File: src/rtl/if_id_ctrl.sv
// ============================================================================
// if_id_ctrl: IF/ID pipeline register with jump, branch and stall redirect.
// Rev 1.0
// ============================================================================
`default_nettype none

module if_id_ctrl #(
    parameter int          WIDTH   = 32,
    parameter logic [5:0]  JMP_OPC = 6'b000010,
    parameter logic [31:0] NOP     = 32'h0000_0000
) (
    input  logic             clk,
    input  logic             reset,
    input  logic [WIDTH-1:0] pc_in,
    input  logic [31:0]      instr_in,
    input  logic             stall,
    input  logic             ex_branch_taken,
    input  logic [WIDTH-1:0] ex_branch_pc,
    output logic [WIDTH-1:0] jmp_pc,
    output logic             pc_selector,
    output logic [WIDTH-1:0] pc_out,
    output logic [31:0]      instr_out,
    output logic             valid_out,
    output logic             flush_ex,
    output logic             stalled,
    output logic [15:0]      redirect_cnt
);

    typedef enum logic [0:0] {
        RUN  = 1'b0,
        HOLD = 1'b1
    } state_t;

    state_t           state;
    logic             dj;
    logic             redirect;
    logic [WIDTH-1:0] jump_target;
    logic [27:0]      jump_low;

    assign dj       = valid_out && (instr_out[31:26] == JMP_OPC);
    // A decode jump only redirects once the stall has cleared; a branch always wins.
    assign redirect = ex_branch_taken || (dj && !stall);
    assign jump_low = {instr_out[25:0], 2'b00};
    assign stalled  = (state == HOLD);

    generate
        if (WIDTH > 28) begin : g_tgt_wide
            assign jump_target = {pc_out[WIDTH-1:28], jump_low};
        end else begin : g_tgt_narrow
            assign jump_target = jump_low[WIDTH-1:0];
        end
    endgenerate

    always_comb begin
        jmp_pc      = pc_in;
        pc_selector = 1'b0;
        flush_ex    = 1'b0;
        if (reset) begin
            if (ex_branch_taken) begin
                jmp_pc      = ex_branch_pc;
                pc_selector = 1'b1;
                flush_ex    = 1'b1;
            end else if (stall) begin
                pc_selector = 1'b1;
            end else if (dj) begin
                jmp_pc      = jump_target;
                pc_selector = 1'b1;
            end
        end
    end

    always_ff @(posedge clk) begin
        if (!reset) begin
            state        <= RUN;
            pc_out       <= '0;
            instr_out    <= NOP;
            valid_out    <= 1'b0;
            redirect_cnt <= 16'h0000;
        end else begin
            state <= (stall && !ex_branch_taken) ? HOLD : RUN;
            if (redirect) begin
                // Bubble squashes the wrong-path fetch and clears dj for next cycle.
                pc_out    <= pc_in;
                instr_out <= NOP;
                valid_out <= 1'b0;
            end else if (!stall) begin
                pc_out    <= pc_in;
                instr_out <= instr_in;
                valid_out <= 1'b1;
            end
            if (redirect && (redirect_cnt != 16'hFFFF)) begin
                redirect_cnt <= redirect_cnt + 16'h0001;
            end
        end
    end

endmodule

`default_nettype wire

File: config.mk
export PLATFORM = sky130hd
export DESIGN_NAME = if_id_ctrl
export DESIGN_NICKNAME = d
export VERILOG_FILES = /design/src/rtl/if_id_ctrl.sv
export SDC_FILE = /design/constraint.sdc
export NUM_CORES = 1
export LEC_CHECK = 0
export BUFFER_PORTS_ARGS = -buffer_cell sky130_fd_sc_hd__buf_4
export CORE_UTILIZATION = 38
export CTS_CLUSTER_DIAMETER = 60
export CTS_CLUSTER_SIZE = 16
export DETAILED_ROUTE_END_ITERATION = 10
export PLACE_DENSITY = 0.67
export SYNTH_ARGS = -nofsm -noshare
export SYNTH_HDL_FRONTEND = slang
export SYNTH_SLANG_ARGS = --single-unit
File: constraint.sdc
create_clock -name clk -period 5.1 [get_ports clk]
set_input_delay 0.255 -clock clk [delete_from_list [all_inputs] [get_ports clk]]
set_output_delay 0.255 -clock clk [all_outputs]
set_load 0.01 [all_outputs]
; Yosys cells after proc, flatten, opt, wreduce, memory -nomap -nowiden
; Cells that the tools add are included.
[op_classes]
n_addsub = 1
n_eq_ne = 3
muxes = 13
bitwise_logic = 1
n_reduce_logical = 8
[ops]
columns = cell, count
row1 = 2-to-1 mux 32 bit, 6
row2 = adder 16 x 1 -> 16 bit (second input constant), 1
row3 = inequality test 16 bit (second input constant), 1
row4 = 2-to-1 mux 1 bit, 7
row5 = == test 6 x 2 -> 1 bit (second input constant), 1
row6 = logical AND 1 bit, 4
row7 = zero test 1 bit, 2
row8 = inequality test 2 x 1 -> 1 bit (second input constant), 1
row9 = OR reduction 2 bit, 1
row10 = logical OR 1 bit, 1
row11 = NOT 1 bit, 1
[totals]
register_bits = 82
inputBits = 100
output_inout_bits = 116
elab_cells = 31

; Logic depth before layout (Yosys ltp)
; Gate-level depths: netlist of the first run.
[logic_depth]
word_depth = 6
depth_mapped = 7
depth_no_buf = 5

; Worst setup path before layout of the first run
; No wires, ideal clock.
[synth_path]
path_type = reg-to-output
start = register instr_out[28]
end = output port jmp_pc[10]
arrival_ns = 1.582
setup_slack_ns = 3.263
path_stages_with_launch = 6
path_cell_list = dfxtp_1 -> nor4b_2 -> a21oi_2 -> nand2b_1 -> clkbuf_1 -> a21oi_1
[synth_between]
elab_chain_len = 6
[synth_rtl]
columns = element, line
row1 = start: declaration, 22  ; output logic [31:0] instr_out,
row2 = start signal: assignment, 88  ; instr_out <= instr_in;
row3 = == test 6 x 2 -> 1 bit, 40  ; assign dj = valid_out && (instr_out[31:26] == JMP_OPC);
row4 = logical AND 1 bit, 40
row5 = 2-to-1 mux 32 bit, 65  ; end else if (dj) begin
row6 = 2-to-1 mux 32 bit, 63  ; end else if (stall) begin
row7 = 2-to-1 mux 32 bit, 59  ; if (ex_branch_taken) begin
row8 = 2-to-1 mux 32 bit, 58  ; if (reset) begin
row9 = end: declaration, 19  ; output logic [WIDTH-1:0] jmp_pc,
; Every way passes these cells.

; Worst setup path in the final report of the first run
[layout_path]
start = register instr_out[27]
end = output port jmp_pc[2]
; Same word-level chain as after synthesis.

==> results of run 1 <==
## cell usage after synthesis, drive strengths merged (2+ instances only)
cell | number | share of area
dfxtp | 82 | 0.44
nand2 | 77 | 0.078
a21oi | 74 | 0.10
mux2i | 37 | 0.099
nor2 | 36 | 0.036
inv | 33 | 0.033
o22ai | 30 | 0.050
clkbuf | 29 | 0.029
nand2b | 8 | 0.013
or4 | 8 | 0.016
o31ai | 7 | 0.014
and4 | 4 | 0.0094
buf | 4 | 0.0081
nand3 | 4 | 0.0054
nand4 | 4 | 0.0067
nor4b | 4 | 0.015
nor4 | 3 | 0.0050
a22o | 2 | 0.0047
and3 | 2 | 0.0034
nor2b | 2 | 0.0034
o21ai | 2 | 0.0027
## layout by cell type, fill, tap and decap left out, types with 2 or more instances in the layout
cell	count
buf_4	220
dfxtp_1	82
nand2_1	77
a21oi_1	73
mux2i_1	37
nor2_1	36
inv_1	33
o22ai_1	30
clkbuf_8	10
nand2b_1	8
or4_1	8
o31ai_1	7
nand3_1	4
and4_1	4
nand4_1	4
nor4_1	3
bufinv_16	3
a22o_1	2
and3_1	2
nor4b_1	2
o21ai_0	2
## registers in the layout (all words and copies together), names as in the netlist
name and cells:
instr_out 32, stalled 1, redirect_cnt 16, valid_out 1
pc_out 32
## how the worst min path moves through the flow
stage                     slack (ns)          from             to
after floorplan                 0.40      pc_in[0]      pc_out[0]
after global placement          0.44     pc_out[7]      pc_out[7]
after detailed placement        0.45    pc_out[14]     pc_out[14]
after CTS                       0.12  instr_in[17]  instr_out[17]
after global routing            0.13  instr_in[15]  instr_out[15]
final                           0.14  instr_in[17]  instr_out[17]
## final cells by class
| class | instances | area [um2] | area share |
|---|---|---|---|
| Clock buffer | 10 | 138 | 0.0244 |
| Clock inverter | 5 | 103 | 0.0182 |
| Inverter | 34 | 128 | 0.0226 |
| Multi-Input combinational cell | 314 | 1820 | 0.322 |
| Sequential cell | 82 | 1640 | 0.291 |
| Tap cell | 129 | 161 | 0.0286 |
| Timing Repair Buffer | 220 | 1650 | 0.293 |
## logic make-up after synthesis
group,count (synthesis)
AO/OA/AOI/OAI,118
multiplexers,37
buffers and inverters,67
flip-flops,82
adder cells (fa/ha/maj),1
AND/OR/NAND/NOR,158
## stage by stage
| step | utilization | instance area (um2) |
|---|---|---|
| floorplan | - | 3720 |
| global placement | 0.576 | 5400 |
| detailed placement | 0.576 | 5400 |
| CTS | 0.602 | 5640 |
| global route | 0.602 | 5640 |
| finish | 0.602 | 5640 |
## report_power, final
group,switching (mW),leakage [nW],total [mW],internal (mW)
Sequential,0.0189,0.672,0.685,0.666
Combinational,0.127,1.93,0.272,0.145
Clock,0.224,0.118,0.560,0.335
## routing by layer
metal / up-vias / part of all wire / GRT usage
met2: 150 / 0.52 / 0.400
met3: 16 / 0.067 / 0.0485
met4: 0 / 0.017 / 0.0825
met1: 1854 / 0.40 / 0.279
li1: 1993 / - / -
met5: - / 0 / 0
## worst max-delay path, cell delays in order, from the launching register on
cell	delay [ns]
dfxtp_1	0.33
nor4b_2	0.19
a21oi_2	0.82
nand2b_1	0.40
buf_4	0.36
a21oi_1	0.13
buf_4	0.15
==> run summary, run 1 <==
The main flop type after synthesis is dfxtp_1. Port buffering added 215 buffers. For this run, the detailed router's first-pass iteration total came to 4. The half-perimeter wire length after detailed placement is roughly 9000 um. The total of fill cells in the finished design came out at a little under 900. The final-report hold violation count came out at 0.

The kind of end point of the critical path is an output pin. After layout, the minimum clock period comes to 2.99 ns. The via count of the first global-routing pass is about 3700. The number of enable flip-flop cells after synthesis is 0. The wire length per cell is roughly 15 um. The synthesized-area fraction occupied by ao, oa, aoi and oai cells is 0.180.

The latest clock arrival within the worst-skew pair is 0.34 ns. The number of sinks handled by clock tree synthesis came out at 82. The area of the die is 10200 um2. The number of pins exceeding their max-slew limit in the final report is 0.

Once detail routing completed, the nets flagged for antenna violations numbered 0. The post-synthesis share of cell area spent on full adders, half adders and majority gates came out at 0.00336. Once layout is complete, the cells apart from fillers number 794. The Yosys step of the flow raised 0 warnings. The worst slack on hold paths is about 0.14 ns. The floorplan step set the die width to 101 um. The tightest min-delay check is of the in2reg type. In this run the power density over the cells is between 200 and 300 nW/um2. TritonCTS built the clock tree. The fraction of layout cells with a size suffix above 1 is 0.362.

The flow ran to the end, and the final reports show no timing, DRC or antenna violations. The total negative setup slack is 0 ns. The number of buffers inserted by hold repair at cts is 0. The maximum number of pins on one net before global-route repair came out at 38.

The tree is rooted in a clkbuf_8. The number of diodes added for antenna fixing is 0. The net count of the finished layout is ~760. The most critical setup path has its startpoint at instr_out[27]. The setup-violating endpoint count in the final report is 0. Of all flip-flops after synthesis, the portion carrying an async set or reset was 0. Counting flops and latches in the post-synthesis netlist gives 82. The area share of xor/xnor cells in the synthesized design is 0. The number of buffers added by the clock tree synthesis step came out at 9.

The number of placement rows is 35. The simple logic cell fraction of the synthesized area is 0.205. In the routed layout, each cell is associated on average with a via count of 5.05. The setup slack of the most critical reg-to-reg path came out at 3.09 ns. The critical path ends at jmp_pc[2]. The net count after synthesis is 564. The die is 101 um tall.

The total core area came out at 9370 um2. The detailed router placed between 4000 and 5000 vias in this run. Across every metal layer, demand over resource in global routing totals 0.230. The endpoint identified for the worst register-to-register timing path is redirect_cnt[6]. The largest buffer count on any clock path is 2. The global-route wire length before repair is 18200 um. The overall power after layout is 1.52 mW. After synthesis, the mean cell area works out to roughly 8.0 um2. At the end of routability-driven placement, the weighted congestion stood at 0.847. The number of design-rule violations left by the first detailed-router iteration is 138. After clock tree synthesis, the repair step resized 0 gates.

In this run the post-CTS setup repair buffer count came out at 0. Setup repair after global routing left no endpoint under its margin. Clock-pin slew was measured on the worst setup and hold paths at approximately 0.090 ns. Setup slack closes at ~2.1 ns. The portion of the clock cycle consumed by the worst path in the final layout came out at 0.587. The clock skew after layout is 0.0122 ns. The number of maximum-capacitance constraint violations is 0. The fraction of the yosys area taken by sequential cells is 0.441. The path type of the worst setup path is reg2out. The synthesis-to-layout area growth came out at 51.5%. The share of synthesized area spent on multiplexers came out at 0.0995.

The cell area after synthesis came out at 3720 um2. The H-tree depth reported by CTS is 3. The normalized max-slew margin is 0.182. The maximum VDD drop is 146 uV. The count of cell types in the netlist came out at 36. The initial antenna violation count is 0. After global routing the overflow that remains totals 0. The DRC violation count after routing is 0. The routed wire length came out at around 12000 um.

The endpoint arrival time on the critical path is roughly 2.7 ns. The number of standard cells after synthesis is between 400 and 500. After detailed placement, the design holds a cell count of roughly 800.

The top-level I/O count is 216. The leakage power came out at 2.72 nW. The slew at the pin closest to its max-slew limit is 1.22 ns. The critical path required time came out at 4.85 ns. The number of cells on the worst hold path came out at 3. The achievable clock frequency is 334 MHz. Measured in cells, the most critical reg-to-reg path has a length of 4. By area, the combinational part of the netlist is dominated by simple AND/OR/NAND/NOR gates. The worst setup slack before clock tree synthesis came out at around 2.1 ns. The startpoint identified for the worst register-to-register timing path is instr_out[28]. For this configuration, the core starts out at a cell density of 0.397. The kind of start point of the critical path is a flip-flop. In this run the worst path has a maximum fanout of 28.
Power figures use the tool's default switching activity.
==> run 2: changes to the inputs <==
==> constraint.sdc (replaced) <==
create_clock -name clk -period 3.1 [get_ports clk]
set_input_delay 0.155 -clock clk [delete_from_list [all_inputs] [get_ports clk]]
set_output_delay 0.155 -clock clk [all_outputs]
set_load 0.01 [all_outputs]
==> run 2 against run 1 <==
  * Non-clock buffer count increased by 2
  * Wire length decreased by 1.9%
  * Final area about the same
  * Combinational power increased by 66%
  * Worst setup slack got worse by 1.7 ns
  * Largest power group unchanged
  * Global-route usage decreased by 0.097 points
  * First-iteration DRC count decreased by 0.72%
  * Largest cell class unchanged
  * Clock power increased by 48%
  * Power increased by 59%
  * Sequential power increased by 65%
==> run summary, run 2 (synthesized netlist as in run 1, its figures left out) <==
In the final layout, the registers with the most flip-flops are instr_out: 32 flops, pc_out: 32 flops, redirect_cnt: 16 flops. The total negative setup slack came out at 0 ns. The share of total power dissipated in the clock network is 0.345. The number of placement rows is 35. The post-placement cell area is 5430 um2. The number of cells on the worst hold path came out at 3. The number of maximum-capacitance constraint violations is 0. The via count normalized by instance count is 4.98. The total core area is 9370 um2.

The launching point of the worst reg2reg path is instr_out[28]. The final-report hold violation count is 0. STA classifies the critical path endpoint as an output pin. Measured on the finished design, the core utilization comes to 0.601. The clock slew seen by the registers of the worst setup and hold paths came out at 0.08 ns.

CTS saw 82 sinks. The slew at the pin closest to its max-slew limit is 1.14 ns. In the layout the commonest cells are buf_4 (221), dfxtp_1 (82), nand2_1 (77). For this configuration, the core starts out at a cell density of 0.397. The y dimension of the die came out at 101 um.

The count of input and output buffers is 215. Measured in cells, the most critical reg-to-reg path has a length of 4. The final weighted congestion in routability-driven placement is 0.765.

The half-perimeter wire length after detailed placement is 8780 um. The worst register-to-register path ends at redirect_cnt[6]. The first-pass iteration count of the detailed router is 4. Once the clock tree was built, the resizer swapped 0 gates to a different size. The worst setup path is of the reg2out kind. The endpoint arrival time on the critical path came out at around 2.6 ns. In the final routed layout, each cell accounts on average for 14.8 um. Compared with the post-synthesis result, the final layout area differs by 51.4%.

The number of design-rule violations left by the first detailed-router iteration is approximately 140. The via count of the first global-routing pass came out at between 3000 and 4000. In this run the most critical hold path is launched from instr_in[1]. The H-tree depth reported by CTS is 3. Setup repair after global routing left no endpoint under its margin. The global-route usage over all layers came out at 0.229.

Clock latency on the worst-skew pair, taken at its later pin, is 0.35 ns. The post-detailed-route count of antenna-violating nets came out at 0. The initial antenna violation count was 0. The number of pins exceeding their max-slew limit in the final report is 0. The path class of the tightest hold or removal check is in2reg. VDD sags by at most 214 uV.

The maximum number of pins on one net before global-route repair came out at 37. The switching share of total power is 0.258. The net count of the finished layout is 764. The commonest non-fill, non-tap cell in the layout is buf_4.

Traced cell by cell, the critical path runs through nor4b_2, a21oi_2, nand2b_1, buf_12, a21oi_1, buf_4. TritonCTS created 9 clock buffers. TritonCTS built the clock tree. Cell internal power was estimated by the tool at roughly 1.8 mW. The number of buffers inserted by hold repair at cts came out at 0. The fraction of layout cells with a size suffix above 1 came out at 0.363.

The slowest stage of the critical path belongs to the cell a21oi_2. The setup-violating endpoint count in the final report came out at 0. Along the worst path, the maximum fanout reaches 28.

The largest buffer count on any clock path came out at 2. The logic gate share of total power is 0.187. The total global routing overflow came out at 0.

The total non-filler cell area in the finished layout is 5630 um2. The number of diodes added for antenna fixing is 0. The critical path required time came out at 2.94 ns.

The overall power after layout came out at 2.41 mW. The global-route wire length before repair came out at roughly 18000 um. The die outline width came out at 101 um. Once the clock tree was built, the setup fixing pass inserted 0 buffers. In this run the clock root is driven by a clkbuf_8. The power per cell area is 427 nW/um2. The clock arrives with 0.0108 ns of skew. The part of the power in registers is 0.468. The flow ran to the end, and the final reports show no timing, DRC or antenna violations. The setup slack of the most critical reg-to-reg path is ~1.1 ns. The kind of start point of the critical path is a flip-flop.

The number of vias after detailed routing came out at 3965. The routed wire length came out at 11800 um. The normalized max-slew margin came out at 0.237.

The floorplan step defined a die boundary enclosing 10200 um2. The leakage power is 2.72 nW. For this run, design rule violations remaining after detail routing come to 0. The stage delay of the slowest cell on the critical path came out at approximately 0.77 ns. Summed over all nets, the switching power comes to ~0.62 mW. The worst path in the final design needs a cycle of 2.73 ns, including I/O delays and setup.

The achievable clock frequency is 367 MHz. For this design the top-level I/O count stands at ~220. The portion of the clock cycle consumed by the worst path in the final layout is 0.880. The destination of the worst hold path is instr_out[1].
## run 2: cell count changes in the layout (fill, tap and decap cells not counted), sizes merged
| cell | delta |
|---|---|
| clkinvlp | +1 |
| buf | +2 |
| bufinv | -1 |
## run 2: layout make-up
class / instances / area (um2)
inverter: 34 / 128
clock buffer: 10 / 128
sequential: 82 / 1640
tap: 129 / 161
timing repair buffer: 222 / 1680
multi-input combinational: 314 / 1820
fill: 873 / 3740
clock inverter: 5 / 80.1
## run 2: how the worst max path moves through the flow
| stage | start | end | depth (start not counted) |
|---|---|---|---|
| floorplan | redirect_cnt[0] | redirect_cnt[6] | 6 |
| global placement | instr_out[27] | jmp_pc[31] | 6 |
| detailed placement | instr_out[27] | jmp_pc[17] | 6 |
| CTS | instr_out[27] | jmp_pc[17] | 6 |
| global route | instr_out[27] | jmp_pc[4] | 6 |
| finish | instr_out[27] | jmp_pc[17] | 6 |
## run 2: layer usage
layer,part of all wire,vias up,track usage
met5,0,-,0
met4,0.014,0,0.0792
met3,0.052,13,0.0409
met2,0.51,130,0.396
met1,0.42,1829,0.286
li1,-,1993,-
## run 2: critical path: cells and delay by family (launching register included)
family	cells	cell delay, ns
AO/OA/AOI/OAI	2	0.86
AND/OR/NAND/NOR	2	0.64
buffers and inverters	2	0.38
flip-flops	1	0.33
## run 2: power groups by stage
stage / logic (mW) / clock network (mW) / registers, mW
final: 0.451 / 0.830 / 1.13
after global routing: 0.491 / 0.901 / 1.13
after CTS: 0.454 / 0.852 / 1.13
after detailed placement: 0.453 / 0 / 1.15
after global placement: 0.449 / 0 / 1.15
after floorplan: 0.175 / 0 / 1.17
## run 2: through the flow
| stage | setup slack [ns] | hold slack [ns] | cells |
|---|---|---|---|
| 2_1_floorplan | 1.32 | 0.295 | 463 |
| 3_3_place_gp | 0.786 | 0.384 | 781 |
| 3_5_place_dp | 0.715 | 0.391 | 781 |
| 4_1_cts | 0.331 | 0.0167 | 796 |
| 5_1_grt | 0.135 | 0.0370 | 796 |
| 6_report | 0.373 | 0.0348 | 796 |
==> run 3: changes to the inputs <==
--- a/config.mk
+++ b/config.mk
@@ -6,11 +6,10 @@
 export NUM_CORES = 1
 export LEC_CHECK = 0
 export BUFFER_PORTS_ARGS = -buffer_cell sky130_fd_sc_hd__buf_4
-export CORE_UTILIZATION = 38
+export CORE_UTILIZATION = 44
 export CTS_CLUSTER_DIAMETER = 60
-export CTS_CLUSTER_SIZE = 16
 export DETAILED_ROUTE_END_ITERATION = 10
-export PLACE_DENSITY = 0.67
+export PLACE_DENSITY = 0.76
 export SYNTH_ARGS = -nofsm -noshare
 export SYNTH_HDL_FRONTEND = slang
 export SYNTH_SLANG_ARGS = --single-unit
==> constraint.sdc (replaced) <==
create_clock -name clk -period 3.1 [get_ports clk]
set_input_delay 0.775 -clock clk [delete_from_list [all_inputs] [get_ports clk]]
set_output_delay 0.775 -clock clk [all_outputs]
set_load 0.01 [all_outputs]
==> run 3 against run 2 <==
  * Maximum frequency decreased by 4.1%
  * Die area decreased by 13%
  * Power decreased by 3.7%
  * Combinational power increased by 1%
  * Count of clock-buffer cells in the layout increased by 2
  * Worst hold slack improved by 0.42 ns
  * Final cell count decreased by 2.4%
  * Final area decreased by 0.31%
  * Wire length decreased by 0.56%
  * Non-clock buffer count increased by 4
  * Critical path depth increased by 1
  * Largest cell class unchanged
  * Highest routed layer unchanged
==> run summary, run 3 (synthesized netlist as in run 1, its figures left out) <==
The flow ran to the end, and the final reports show no timing, DRC or antenna violations. The post-detailed-route count of antenna-violating nets is 0. The total negative setup slack is 0 ns. The synthesis-to-layout area growth came out at 50.9%. The clock arrives with roughly 0.013 ns of skew. The net count of the finished layout is roughly 770.

The count of non-filler cells in the finished layout came out at 777. The library cell used most frequently in the layout, excluding fill and tap cells, is buf_4. After detailed routing, the average wire length per cell comes to between 15 and 20 um. Hold repair after CTS inserted 0 buffers.

The initial antenna violation count came to 0. The switching share of total power is 0.269. The top-level I/O count is 216. The via count normalized by instance count came out at ~5.3. The region available for standard cell placement spans 8220 um2. The critical path in this run is classified as in2out.

The maximum VDD drop came out at approximately 260 uV. In this run the worst hold path is classified as reg2reg. The floorplan step set the die width to 94.0 um.

The number of sinks handled by clock tree synthesis came out at about 80. The kind of end point of the critical path is an output pin. The via count of the first global-routing pass came out at 3890.

The worst setup path is launched from an input port. The number of placed instances, taps included came out at ~760. The half-perimeter wire length after detailed placement came out at 8660 um. The normalized max-slew margin came out at 0.602. The slew at the pin closest to its max-slew limit came out at 0.596 ns.

The number of placement rows came out at 33. For this design the ratio of total power to cell area is a little over 400 nW/um2. In this run, CTS created clock tree buffers numbering 9. In the global route stage, overall resource usage came out at 0.269.

The area of the die is 8830 um2. The count of input and output buffers is about 220. For this run, design rule violations remaining after detail routing come to 0. The achievable clock frequency is 352 MHz.

The number of maximum-capacitance constraint violations is 0. The maximum number of pins on one net before global-route repair came out at 44. In the final layout, the registers with the most flip-flops are instr_out: 32 flops, pc_out: 32 flops, redirect_cnt: 16 flops. The clock slew seen by the registers of the worst setup and hold paths is around 0.080 ns.

The total overflow left after global routing is 0. The H-tree depth reported by CTS is 3. STA puts the critical path data arrival time at 2.07 ns. The number of vias after detailed routing came out at approximately 4100.

The routed wire length came out at approximately 12000 um. The share of total power dissipated in sequential elements is 0.486. Setup violations remaining at the end of the flow were counted as 0.

Counting along the longest clock path gives a buffer depth of 2. The number of pins exceeding their max-slew limit in the final report is 0. The portion of the clock cycle consumed by the worst path in the final layout came out at 0.917. After clock tree synthesis, the repair step resized 0 gates.

The final-report hold violation count is 0. Of the total power, the clock network draws 0.317. The final critical path time including I/O delays and setup is between 2 and 3 ns. The fraction of layout cells with a size suffix above 1 came out at 0.369. The logic gate share of total power came out at 0.197.

The number of buffers inserted to repair setup after CTS is 0. The first global-routing pass estimated 18500 um of wire. The top cell types in the final layout, fill and taps aside, are buf_4 (225), dfxtp_1 (82), nand2_1 (77). The maximum net fanout on the critical path is 13. The root buffer cell is clkbuf_8.

The setup slack of the most critical reg-to-reg path came out at ~1.1 ns. The number of design-rule violations left by the first detailed-router iteration is 72. At the later pin of the worst-skew pair, clock insertion delay measures ~0.35 ns. At the end of routability-driven placement, the weighted congestion stood at 0.811. The first-pass iteration count of the detailed router came out at 5.

The critical path required time is 2.32 ns. Setup repair after global routing left no endpoint under its margin. The y dimension of the die came out at 94.0 um.

The net switching power is 0.623 mW. The design internal power is 1.69 mW. The leakage power is between 2 and 3 nW. TritonCTS built the clock tree.

The effective utilization at floorplan came out at 0.453. The number of diodes added for antenna fixing came out at 0.
==> run 3: power groups by stage <==
stage | clock (mW) | combinational (mW) | sequential (mW)
6_report | 0.735 | 0.456 | 1.13
5_1_grt | 0.800 | 0.495 | 1.13
4_1_cts | 0.745 | 0.460 | 1.13
3_5_place_dp | 0 | 0.458 | 1.15
3_3_place_gp | 0 | 0.450 | 1.15
2_1_floorplan | 0 | 0.175 | 1.17
==> run 3: metal layers <==
metal	vias to the layer above	part of all wire	global-route usage
met4	0	0.020	0.103
li1	2011	-	-
met5	-	0	0
met1	1932	0.41	0.308
met2	146	0.51	0.480
met3	16	0.060	0.0655
==> run 3: path summary, 6_finish.rpt <==
check / start / endpoint / cells past startpoint
max: stall / jmp_pc[0] / 7
min: pc_out[12] / pc_out[12] / 2
max reg2reg: instr_out[28] / redirect_cnt[6] / 5
min reg2reg: pc_out[12] / pc_out[12] / 2
==> run 3: worst max-delay path: stages <==
cell and delay [ns]:
buf_4 0.12, nor4b_4 0.32, a21oi_2 0.10, nand2b_1 0.18
buf_4 0.20, a22o_1 0.24, buf_4 0.14
==> run 3: cell type report <==
class | count | area, um2
flip-flops and latches | 82 | 1640
repair buffers | 226 | 1710
clock buffers | 12 | 165
fillers | 693 | 2600
well taps | 105 | 131
inverters | 34 | 128
multi-input cells | 314 | 1820
clock inverters | 4 | 25.0
==> run 3: metrics by stage <==
stage	hold WS (ns)	utilization	instance area (um2)	total power, mW	worst slack (ns)
after floorplan	0.476	-	3720	1.34	0.287
after global placement	0.439	0.660	5430	1.60	0.279
after detailed placement	0.445	0.660	5430	1.61	0.244
after CTS	0.454	0.684	5620	2.33	0.241
after global routing	0.467	0.684	5620	2.43	0.148
final	0.452	0.684	5620	2.32	0.257
